==> src/rtl/aso_pkg.sv <==
// rtl/aso_pkg.sv - shared constants and state encoding for the ASO spike detector blocks
package aso_pkg;

    typedef enum logic [2:0] {
        IDLE        = 3'd0,
        FILL        = 3'd1,
        ACCUM       = 3'd2,
        COMPUTE_MUL = 3'd3,
        COMPUTE_SAT = 3'd4,
        RUN         = 3'd5
    } aso_state_e;

    // Training threshold used by the detector when nothing has been trained
    localparam int DEFAULT_THR    = 500;
    // Gain is unsigned Q4.4
    localparam int GAIN_FRAC_BITS = 4;
    localparam int SAMPLE_RATE_HZ = 2000;

endpackage

==> src/rtl/aso_abs_diff.sv <==
// rtl/aso_abs_diff.sv - unsigned |a - b| of two signed samples, one bit wider than the inputs
module aso_abs_diff #(
    parameter int DATA_W = 16
) (
    input  logic signed [DATA_W-1:0] a,
    input  logic signed [DATA_W-1:0] b,
    output logic        [DATA_W:0]   abs_diff
);

    logic signed [DATA_W:0] diff;

    // Sign-extend before subtracting so the difference cannot overflow; the
    // magnitude of the worst case (2^DATA_W - 1) still fits unsigned in DATA_W+1.
    always_comb begin
        diff     = {a[DATA_W-1], a} - {b[DATA_W-1], b};
        abs_diff = diff[DATA_W] ? (DATA_W+1)'(-diff) : diff;
    end

endmodule

==> src/rtl/aso_threshold_ctrl.sv <==
// rtl/aso_threshold_ctrl.sv - trains the ASO detector threshold from a window of amplitude-slope samples
module aso_threshold_ctrl
    import aso_pkg::*;
#(
    parameter int DATA_W      = 16,
    parameter int TRAIN_LOG2  = 10,
    parameter int DEFAULT_THR = aso_pkg::DEFAULT_THR,
    parameter int MIN_THR     = 16
) (
    input  logic                     clk,
    input  logic                     rst_n,
    input  logic                     start,
    input  logic                     sample_valid,
    input  logic signed [DATA_W-1:0] data_in,
    input  logic [7:0]               gain,
    output logic [DATA_W-1:0]        threshold_out,
    output logic                     threshold_valid,
    output logic                     det_enable,
    output logic                     busy,
    output logic [2:0]               state_out
);

    localparam int ABS_W      = DATA_W + 1;
    localparam int ACC_W      = ABS_W + TRAIN_LOG2;
    localparam int MEAN_W     = ABS_W;
    localparam int PROD_W     = MEAN_W + 8;
    localparam int T_W        = PROD_W - GAIN_FRAC_BITS;
    localparam int CNT_W      = TRAIN_LOG2 + 1;
    localparam int TRAIN_LAST = (1 << TRAIN_LOG2) - 1;
    localparam int MAX_THR    = (1 << (DATA_W - 1)) - 1;

    aso_state_e               state;
    // hist[0..2] = x[n-1], x[n-2], x[n-3]; the incoming data_in is x[n]
    logic signed [DATA_W-1:0] hist [0:2];
    logic [CNT_W-1:0]         cnt;
    logic [ACC_W-1:0]         acc;
    logic [PROD_W-1:0]        product;
    logic [ABS_W-1:0]         slope;
    logic [MEAN_W-1:0]        mean;
    logic [T_W-1:0]           t_val;
    logic [DATA_W-1:0]        sat_thr;

    aso_abs_diff #(
        .DATA_W   (DATA_W)
    ) u_abs_diff (
        .a        (data_in),
        .b        (hist[2]),
        .abs_diff (slope)
    );

    // Window length is a power of two, so the mean is a plain right shift
    assign mean = MEAN_W'(acc >> TRAIN_LOG2);

    // Drop the Q4.4 fraction, then saturate high and clamp low
    always_comb begin
        t_val = T_W'(product >> GAIN_FRAC_BITS);
        if (t_val > T_W'(MAX_THR)) begin
            sat_thr = DATA_W'(MAX_THR);
        end else if (t_val < T_W'(MIN_THR)) begin
            sat_thr = DATA_W'(MIN_THR);
        end else begin
            sat_thr = t_val[DATA_W-1:0];
        end
    end

    assign state_out = state;

    // Training FSM; start overrides everything and restarts from FILL with a
    // clean history, discarding any sample that arrives in the same cycle.
    always_ff @(posedge clk or negedge rst_n) begin
        if (!rst_n) begin
            state           <= IDLE;
            hist[0]         <= '0;
            hist[1]         <= '0;
            hist[2]         <= '0;
            cnt             <= '0;
            acc             <= '0;
            product         <= '0;
            threshold_out   <= DATA_W'(DEFAULT_THR);
            threshold_valid <= 1'b0;
            det_enable      <= 1'b0;
            busy            <= 1'b0;
        end else if (start) begin
            state           <= FILL;
            hist[0]         <= '0;
            hist[1]         <= '0;
            hist[2]         <= '0;
            cnt             <= '0;
            acc             <= '0;
            product         <= '0;
            threshold_out   <= DATA_W'(DEFAULT_THR);
            threshold_valid <= 1'b0;
            det_enable      <= 1'b0;
            busy            <= 1'b1;
        end else begin
            case (state)
                IDLE: begin
                end
                FILL: begin
                    if (sample_valid) begin
                        hist[0] <= data_in;
                        hist[1] <= hist[0];
                        hist[2] <= hist[1];
                        if (cnt == CNT_W'(2)) begin
                            cnt   <= '0;
                            state <= ACCUM;
                        end else begin
                            cnt <= cnt + 1'b1;
                        end
                    end
                end
                ACCUM: begin
                    if (sample_valid) begin
                        hist[0] <= data_in;
                        hist[1] <= hist[0];
                        hist[2] <= hist[1];
                        acc     <= acc + ACC_W'(slope);
                        if (cnt == CNT_W'(TRAIN_LAST)) begin
                            state <= COMPUTE_MUL;
                        end else begin
                            cnt <= cnt + 1'b1;
                        end
                    end
                end
                COMPUTE_MUL: begin
                    product <= PROD_W'(mean) * PROD_W'(gain);
                    state   <= COMPUTE_SAT;
                end
                COMPUTE_SAT: begin
                    threshold_out   <= sat_thr;
                    threshold_valid <= 1'b1;
                    det_enable      <= 1'b1;
                    busy            <= 1'b0;
                    state           <= RUN;
                end
                RUN: begin
                end
                default: begin
                    state           <= IDLE;
                    threshold_out   <= DATA_W'(DEFAULT_THR);
                    threshold_valid <= 1'b0;
                    det_enable      <= 1'b0;
                    busy            <= 1'b0;
                end
            endcase
        end
    end

endmodule

==> config.mk <==
export PLATFORM = sky130hd
export DESIGN_NAME = aso_threshold_ctrl
export DESIGN_NICKNAME = d
export VERILOG_FILES = /design/src/rtl/aso_pkg.sv /design/src/rtl/aso_abs_diff.sv /design/src/rtl/aso_threshold_ctrl.sv
export SDC_FILE = /design/constraint.sdc
export NUM_CORES = 1
export LEC_CHECK = 0
export BUFFER_PORTS_ARGS = -buffer_cell sky130_fd_sc_hd__buf_2
export CAP_MARGIN = 20
export CORE_MARGIN = 2
export CORE_UTILIZATION = 30
export DETAILED_ROUTE_END_ITERATION = 6
export GPL_TIMING_DRIVEN = 0
export PLACE_DENSITY = 0.56
export SLEW_MARGIN = 20
export SYNTH_ARGS = -nofsm -noshare
export SYNTH_HDL_FRONTEND = slang
export SYNTH_HIERARCHICAL = 1
export SYNTH_SLANG_ARGS = --single-unit
==> constraint.sdc <==
create_clock -name clk -period 9.5 [get_ports clk]
set_clock_uncertainty 0.2 [all_clocks]
set_input_delay 0.475 -clock clk [delete_from_list [all_inputs] [get_ports clk]]
set_output_delay 0.475 -clock clk [all_outputs]
set_load 0.01 [all_outputs]
==> impl_metrics.tcl, run 1 <==
set metrics [dict create \
    outcome "completed" \
    grt_pass1_wl_microns 44230 \
    via_per_inst 4.717 \
    slowest_delay_ps 560 \
    synth_seq_cells 128 \
    cts_tree "built" \
    ant_nets 0 \
    syn2layout_area_growth_pct 13.75 \
    antenna_cells 0 \
    start_util_pct 30.51 \
    slew_headroom_pct 48.59 \
    swShare_pct 30.76 \
    arrival_ps 5670 \
    die_area_sq_mm 0.03988 \
    vias 8632 \
    cp_cell_sequence "buf_2, clkbuf_1, nand2_1, fa_1, fa_1, inv_1, fa_1, inv_1, fa_1, inv_1, ha_1, a21o_1, a221oi_2, a2bb2oi_1, o21ai_1, a311oi_1, xor2_1, o21ai_0" \
    min_period_ps 5568 \
    path_buf_inv 5 \
    mostFrequentLayoutCells "inv_1, dfrtp_1, and2_1, fa_1, nand2_1" \
    setup_violations 0 \
    rows 71 \
    pwr-share-seq_pct 36.0 \
    overflow 0 \
    mostFrequentLayoutCell "inv_1" \
    ys_types 83 \
    ios 50 \
    rsz0062_at_grt "false" \
    die_y_microns 199.7 \
    seq_area_frac_synth_pct 27.94 \
    fill_cells 3905 \
    layout.nets 1504 \
    fin_setup_tns_ps 0 \
    syn_nets 1434 \
    fmax_mhz 179.6 \
    tightest_slew_ps 771.1 \
    synth-edff-count 0 \
    critPathSlowestCell "fa_1" \
    crit_fanout 10 \
    hpwl_microns 20370 \
    hold_path.class "in2reg" \
    startpoint_type "primary input" \
    cp.required_ps 9600 \
    drc 0 \
    drt_first_pass_iters 4 \
    track_usage_pct 13.77 \
    vdd_drop_max_v 0.0001227 \
    fin_crit_sh_pct 58.61 \
    crit_path_frequent_cell "fa_1" \
    switching_power_mw 0.5072 \
    syn_area_sq_mm 0.01149 \
    gp_congestion 0.8045 \
    clk_latency_ps 430 \
    p_clk_share_pct 44.3 \
    core_area_sq_mm 0.03767 \
    wl_per_cell_microns 14.02 \
    syn_area_per_cell_sq_um 9.297 \
    grt_max_degree 83 \
    root_buffer "clkbuf_16" \
    power_density_mw_per_mm2 126.2 \
    hold_viol 0 \
    cp-end-kind "flop" \
    power_frac_comb_pct 19.7 \
    wirelength_microns 25660 \
    maxSlewViolCount 0 \
    drtIter0Drc 330 \
    grt_pass1_vias 8975 \
    cts_buffer_depth 2 \
    clkTransAtPathRegs_ps 70 \
    yosys_most_used_dff "dfrtp_1" \
    async_reset_ff_share_pct 100.0 \
    synthCells 1236 \
    cts_setup_buffers 0 \
    worst-setup-path-type "in2reg" \
    multi_input_area_sq_mm 0.007502 \
    htree_num_levels 4 \
    crit_family "adder cells" \
    antenna_found_initial 0 \
    numCtsBuffers 17 \
    layout-drive-gt1-share_pct 9.325 \
    yosys_warnings 6 \
    place_inst 1797 \
    die_x_microns 199.7 \
    p_leak_nw 6.109 \
    regArea_sq_mm 0.003211 \
    cts.sinks 128 \
    intPower_mw 1.142 \
    cap_violations 0 \
    final_cells 1830 \
    port_buffers 49 \
]
per-layer routing:
layer	up-vias	GRT usage (%)	part of all wire (%)	wire [microns]
li1	4348	-	-	-
met1	4154	18.18	49	12650
met2	110	23.23	46	11930
met3	20	2.616	3.1	792
met4	0	3.402	1.1	295
met5	-	0	0	0
path summary, 6_finish.rpt:
| check | start | endpoint | slack (ps) | cells after the start |
|---|---|---|---|---|
| setup / recovery | gain[4] | product[23] | 3930 | 18 |
| hold / removal | data_in[15] | hist[47] | 100 | 2 |
| setup reg to reg | acc[17] | product[23] | 4030 | 17 |
| hold reg to reg | threshold_out[13] | threshold_out[13] | 270 | 2 |
| max in group asynchronous | rst_n | threshold_out[6] | 7970 | 3 |
| min in group asynchronous | rst_n | hist[43] | 340 | 2 |
stage by stage:
step | area [sq um] | hold slack [ps] | utilization [%] | total power [mW] | worst slack, ps
floorplan | 11490 | -20.59 | - | 0.8353 | 4417
global placement | 12380 | 253.6 | 32.86 | 0.9214 | 3656
detailed placement | 12410 | 213.7 | 32.96 | 0.9309 | 3578
CTS | 13070 | 78.55 | 34.70 | 1.673 | 4005
global route | 13070 | 72.94 | 34.70 | 1.745 | 3591
finish | 13070 | 95.14 | 34.70 | 1.649 | 3932
flip-flops by register name (all words and copies together), names as in the netlist:
name           cells
acc               27
busy               1
cnt               11
det_enable         1
hist              48
product           21
state_out          3
threshold_out     16
worst reg2reg max path: cells and delay by family, from the launching register on:
| kind | cells | cell delay (ps) |
|---|---|---|
| buffers and inverters | 4 | 780 |
| AOI/OAI and AO/OA | 4 | 840 |
| xor gates and xnor gates | 1 | 170 |
| and+or+nand+nor | 3 | 650 |
| adders and majority gates | 5 | 2300 |
| DFF | 1 | 450 |
final cells by class:
class                   instances  area share, %
multi-input cells             909          57.39
clock inverters                15          1.704
inverters                     143          4.106
clock buffers                  17          3.255
plain buffers                  56          1.847
flip-flops and latches        128          24.56
repair buffers                 51          2.240
well taps                     511          4.891
synth_stat cells (3+ instances only):
library cell | number | share of area [%]
a41oi_1 | 5 | 0.38
or3_1 | 10 | 0.54
a311oi_1 | 3 | 0.23
a21o_1 | 11 | 0.72
nand2_1 | 91 | 3.0
a31oi_1 | 14 | 0.76
nor4_1 | 6 | 0.33
dfstp_2 | 6 | 1.4
xnor2_1 | 41 | 3.1
o21a_1 | 3 | 0.20
and4_1 | 3 | 0.23
buf_6 | 3 | 0.29
o21ai_1 | 6 | 0.26
nor2b_1 | 11 | 0.60
o21bai_1 | 7 | 0.46
clkbuf_1 | 46 | 1.5
and3_1 | 10 | 0.54
nand3_1 | 22 | 0.96
dfrtp_1 | 122 | 27
fa_1 | 92 | 16
ha_1 | 78 | 8.5
buf_2 | 3 | 0.13
nand4_1 | 15 | 0.82
inv_1 | 143 | 4.7
a22o_1 | 64 | 4.9
o21ai_0 | 59 | 2.6
and2_1 | 113 | 6.2
o31ai_1 | 7 | 0.46
nor2_1 | 63 | 2.1
xor2_1 | 30 | 2.3
a21oi_1 | 55 | 2.4
o22a_1 | 5 | 0.38
a211oi_1 | 5 | 0.33
nand2b_1 | 8 | 0.44
nor3_1 | 12 | 0.52
power groups by stage:
stage | clock network, mW | registers (mW) | logic, mW
floorplan | 0 | 0.599 | 0.236
global route | 0.776 | 0.597 | 0.372
global placement | 0 | 0.602 | 0.319
detailed placement | 0 | 0.603 | 0.328
CTS | 0.750 | 0.593 | 0.330
finish | 0.731 | 0.593 | 0.325
logic make-up after synthesis:
logic type / Yosys count / share of synthesized area, %
XOR/XNOR: 72 / 5.553
buffers and inverters: 199 / 6.773
flip-flops: 128 / 27.94
AO/OA/AOI/OAI: 279 / 17.16
adder cells (fa/ha/maj): 170 / 24.52
AND/OR/NAND/NOR: 388 / 18.05
what timing repair did:
item,4_1_cts,5_1_grt
resized for setup,0,0
endpoints found under the hold margin,46,0
hold buffers,1,0
No activity file was read; power rests on OpenSTA's default activity.
==> inputs of run 2 (changes only) <==
Settings changed: ABC_AREA set to 1.
Clock period 9.5 ns to 5.81 ns, I/O delays scaled along.
==> run 2 against run 1 <==
- final cell count increased by 44%
- final area increased by 14%
- sequential power increased by 77%
- clock-buffer cell count increased by 2
- power increased by 100%
- critical path type is now reg2reg
- largest power group is now combinational logic
==> impl_metrics.tcl, run 2 <==
set metrics [dict create \
    layout.nets 2237 \
    async_reset_ff_share_pct 100.0 \
    hold_path.class "in2reg" \
    port_buffers 40 \
    fill_cells 4690 \
    hold_viol 0 \
    setup_violations 0 \
    gp_congestion 0.9169 \
    die_y_microns 213.3 \
    synth_seq_cells 128 \
    fmax_mhz 196.0 \
    fin_setup_tns_ps 0 \
    track_usage_pct 16.14 \
    start_util_pct 30.44 \
    crit_fanout 10 \
    cts.sinks 128 \
    grt_pass1_vias 11980 \
    power_density_mw_per_mm2 225.8 \
    yosys-top-cells-area "dfrtp_1, nand2_1, fa_1, inv_1, ha_1" \
    ant_nets 0 \
    ios 50 \
    crit_family "adder cells" \
    p_total_mw 3.357 \
    vdd_drop_max_v 0.0001954 \
    cts_tree "built" \
    fin_area_sq_mm 0.01487 \
    seq_area_frac_synth_pct 24.43 \
    antenna_found_initial 0 \
    cp.required_ps 5920 \
    drt_first_pass_iters 5 \
    via_per_inst 4.510 \
    yosysTopAreaCellShare_pct 23.23 \
    synth_commonest_cells "nand2_1, inv_1, nor2_1, dfrtp_1, nand3_1" \
    clk_latency_ps 430 \
    worst-setup-path-type "reg2reg" \
    cp_cell_sequence "clkbuf_1, nand2_1, inv_1, fa_1, fa_1, fa_1, inv_1, fa_1, inv_1, ha_1, a21oi_1, nand2_1, a21oi_1, inv_1, or2_2, nand3_1, o21ai_0" \
    yosys.area.top_type "dfrtp_1" \
    layout-drive-gt1-share_pct 7.554 \
    rsz0062_at_grt "false" \
    yosysMostFrequentCell "nand2_1" \
    cp-end-kind "flop" \
    yosys_most_used_dff "dfrtp_1" \
    grt_pass1_wl_microns 59130 \
    largest_register_ffs 48 \
    cts_buffer_depth 2 \
    htree_num_levels 4 \
    vias 11890 \
    syn2layout_area_growth_pct 13.14 \
    die_area_sq_mm 0.04550 \
    post_dp_cell_area_sq_mm 0.01411 \
    hpwl_microns 27490 \
    startpoint_type "flop" \
    regMostFlops "hist" \
    cts_setup_buffers 0 \
    clkTransAtPathRegs_ps 60 \
    maxSlewViolCount 0 \
    overflow 0 \
    arrival_ps 5210 \
    rows 76 \
    wirelength_microns 34420 \
    synth-edff-count 0 \
    yosys_warnings 6 \
    multi_input_area_sq_mm 0.008014 \
    syn_nets 2161 \
    ys_types 44 \
    die_x_microns 213.3 \
    synthCells 1963 \
    path_buf_inv 5 \
    core_area_sq_mm 0.04317 \
    slowest_delay_ps 570 \
    antenna_cells 0 \
    slew_headroom_pct 55.25 \
    regArea_sq_mm 0.003211 \
    wl_per_cell_microns 13.05 \
    p_leak_nw 8.605 \
    outcome "completed" \
    mostFrequentLayoutCells "nand2_1, inv_1, nor2_1, dfrtp_1, nand3_1" \
    largestRegisters "hist (48), acc (27), product (21)" \
    min_period_ps 5102 \
    drc 0 \
    numCtsBuffers 17 \
    grt_max_degree 95 \
    cap_violations 0 \
    fin_crit_sh_pct 87.82 \
    holdWs_ps 41.88 \
    root_buffer "clkbuf_16" \
    tightest_slew_ps 671.3 \
    mostFrequentLayoutCell "nand2_1" \
    syn_area_per_cell_sq_um 6.695 \
    critPathSlowestCell "fa_1" \
    drtIter0Drc 669 \
    syn_area_sq_mm 0.01314 \
]
==> run 2: changes by cell type after synthesis, sizes merged, moves of 17 or more <==
cell,delta
nand2,+539
inv,+303
and2,-109
nand3,+104
nor2,+92
a22o,-61
xnor2,-38
o21ai,+32
xor2,-17
==> run 2: final cells by class <==
| cell class | instances | area share (%) |
|---|---|---|
| multi-input combinational | 1332 | 53.90 |
| clock inverter | 13 | 0.9677 |
| clock buffer | 19 | 3.046 |
| sequential | 128 | 21.59 |
| buffer | 56 | 1.616 |
| timing repair buffer | 57 | 2.676 |
| tap | 585 | 4.923 |
| inverter | 447 | 11.28 |
==> run 2: cells by family after synthesis <==
logic type,after synthesis,synth area share [%]
DFF,128,24.43
AOI/OAI and AO/OA,190,7.911
and+or+nand+nor,955,30.49
buffers and inverters,503,14.59
adders and majority gates,170,21.44
xor gates and xnor gates,17,1.133
==> run 2: routing by layer <==
layer  global-route usage, %  wire, microns  vias up
met2                   27.43          16270      197
met5                       0              0        -
met3                   1.941           1071       31
met1                   21.62          16520     5587
met4                   4.478            563        0
li1                        -              -     6077
==> run 2: path summary, 6_finish.rpt <==
| path | from | endpoint | slack (ps) | cells after the start |
|---|---|---|---|---|
| max in group asynchronous | rst_n | threshold_out[8] | 4510 | 3 |
| hold reg to reg | threshold_out[13] | threshold_out[13] | 280 | 2 |
| setup / recovery | acc[17] | product[11] | 710 | 17 |
| min in group asynchronous | rst_n | hist[39] | 110 | 2 |
| hold / removal | data_in[1] | hist[33] | 40 | 3 |
| setup reg to reg | acc[17] | product[11] | 710 | 17 |
==> run 2: worst reg2reg max path, delay by kind of cell, from the launching register on <==
family / cells / cell delay (ps)
adder cells (fa/ha/maj): 5 / 2360
flip-flops: 1 / 420
AND/OR/NAND/NOR: 4 / 600
AO/OA/AOI/OAI: 3 / 560
buffers and inverters: 5 / 830
==> run 2: power breakdown <==
group	leakage [nW]	internal, mW	switching [mW]
registers	1.75	0.989	0.0579
clock network	0.296	0.630	0.475
logic	6.56	0.383	0.823
total	8.61	2.00	1.36
==> run 2: through the flow <==
| step | util, % | setup WS [ps] | cells |
|---|---|---|---|
| 2_1_floorplan | - | 1249 | 1963 |
| 3_3_place_gp | 32.60 | 433.9 | 2588 |
| 3_5_place_dp | 32.69 | 452.5 | 2589 |
| 4_1_cts | 34.44 | 690.5 | 2637 |
| 5_1_grt | 34.44 | 409.4 | 2637 |
| 6_report | 34.44 | 707.7 | 2637 |
==> run 2: timing repair <==
action,in CTS,in global routing
hold endpoints to repair,137,0
hold buffers,16,0
gates resized for setup,0,0
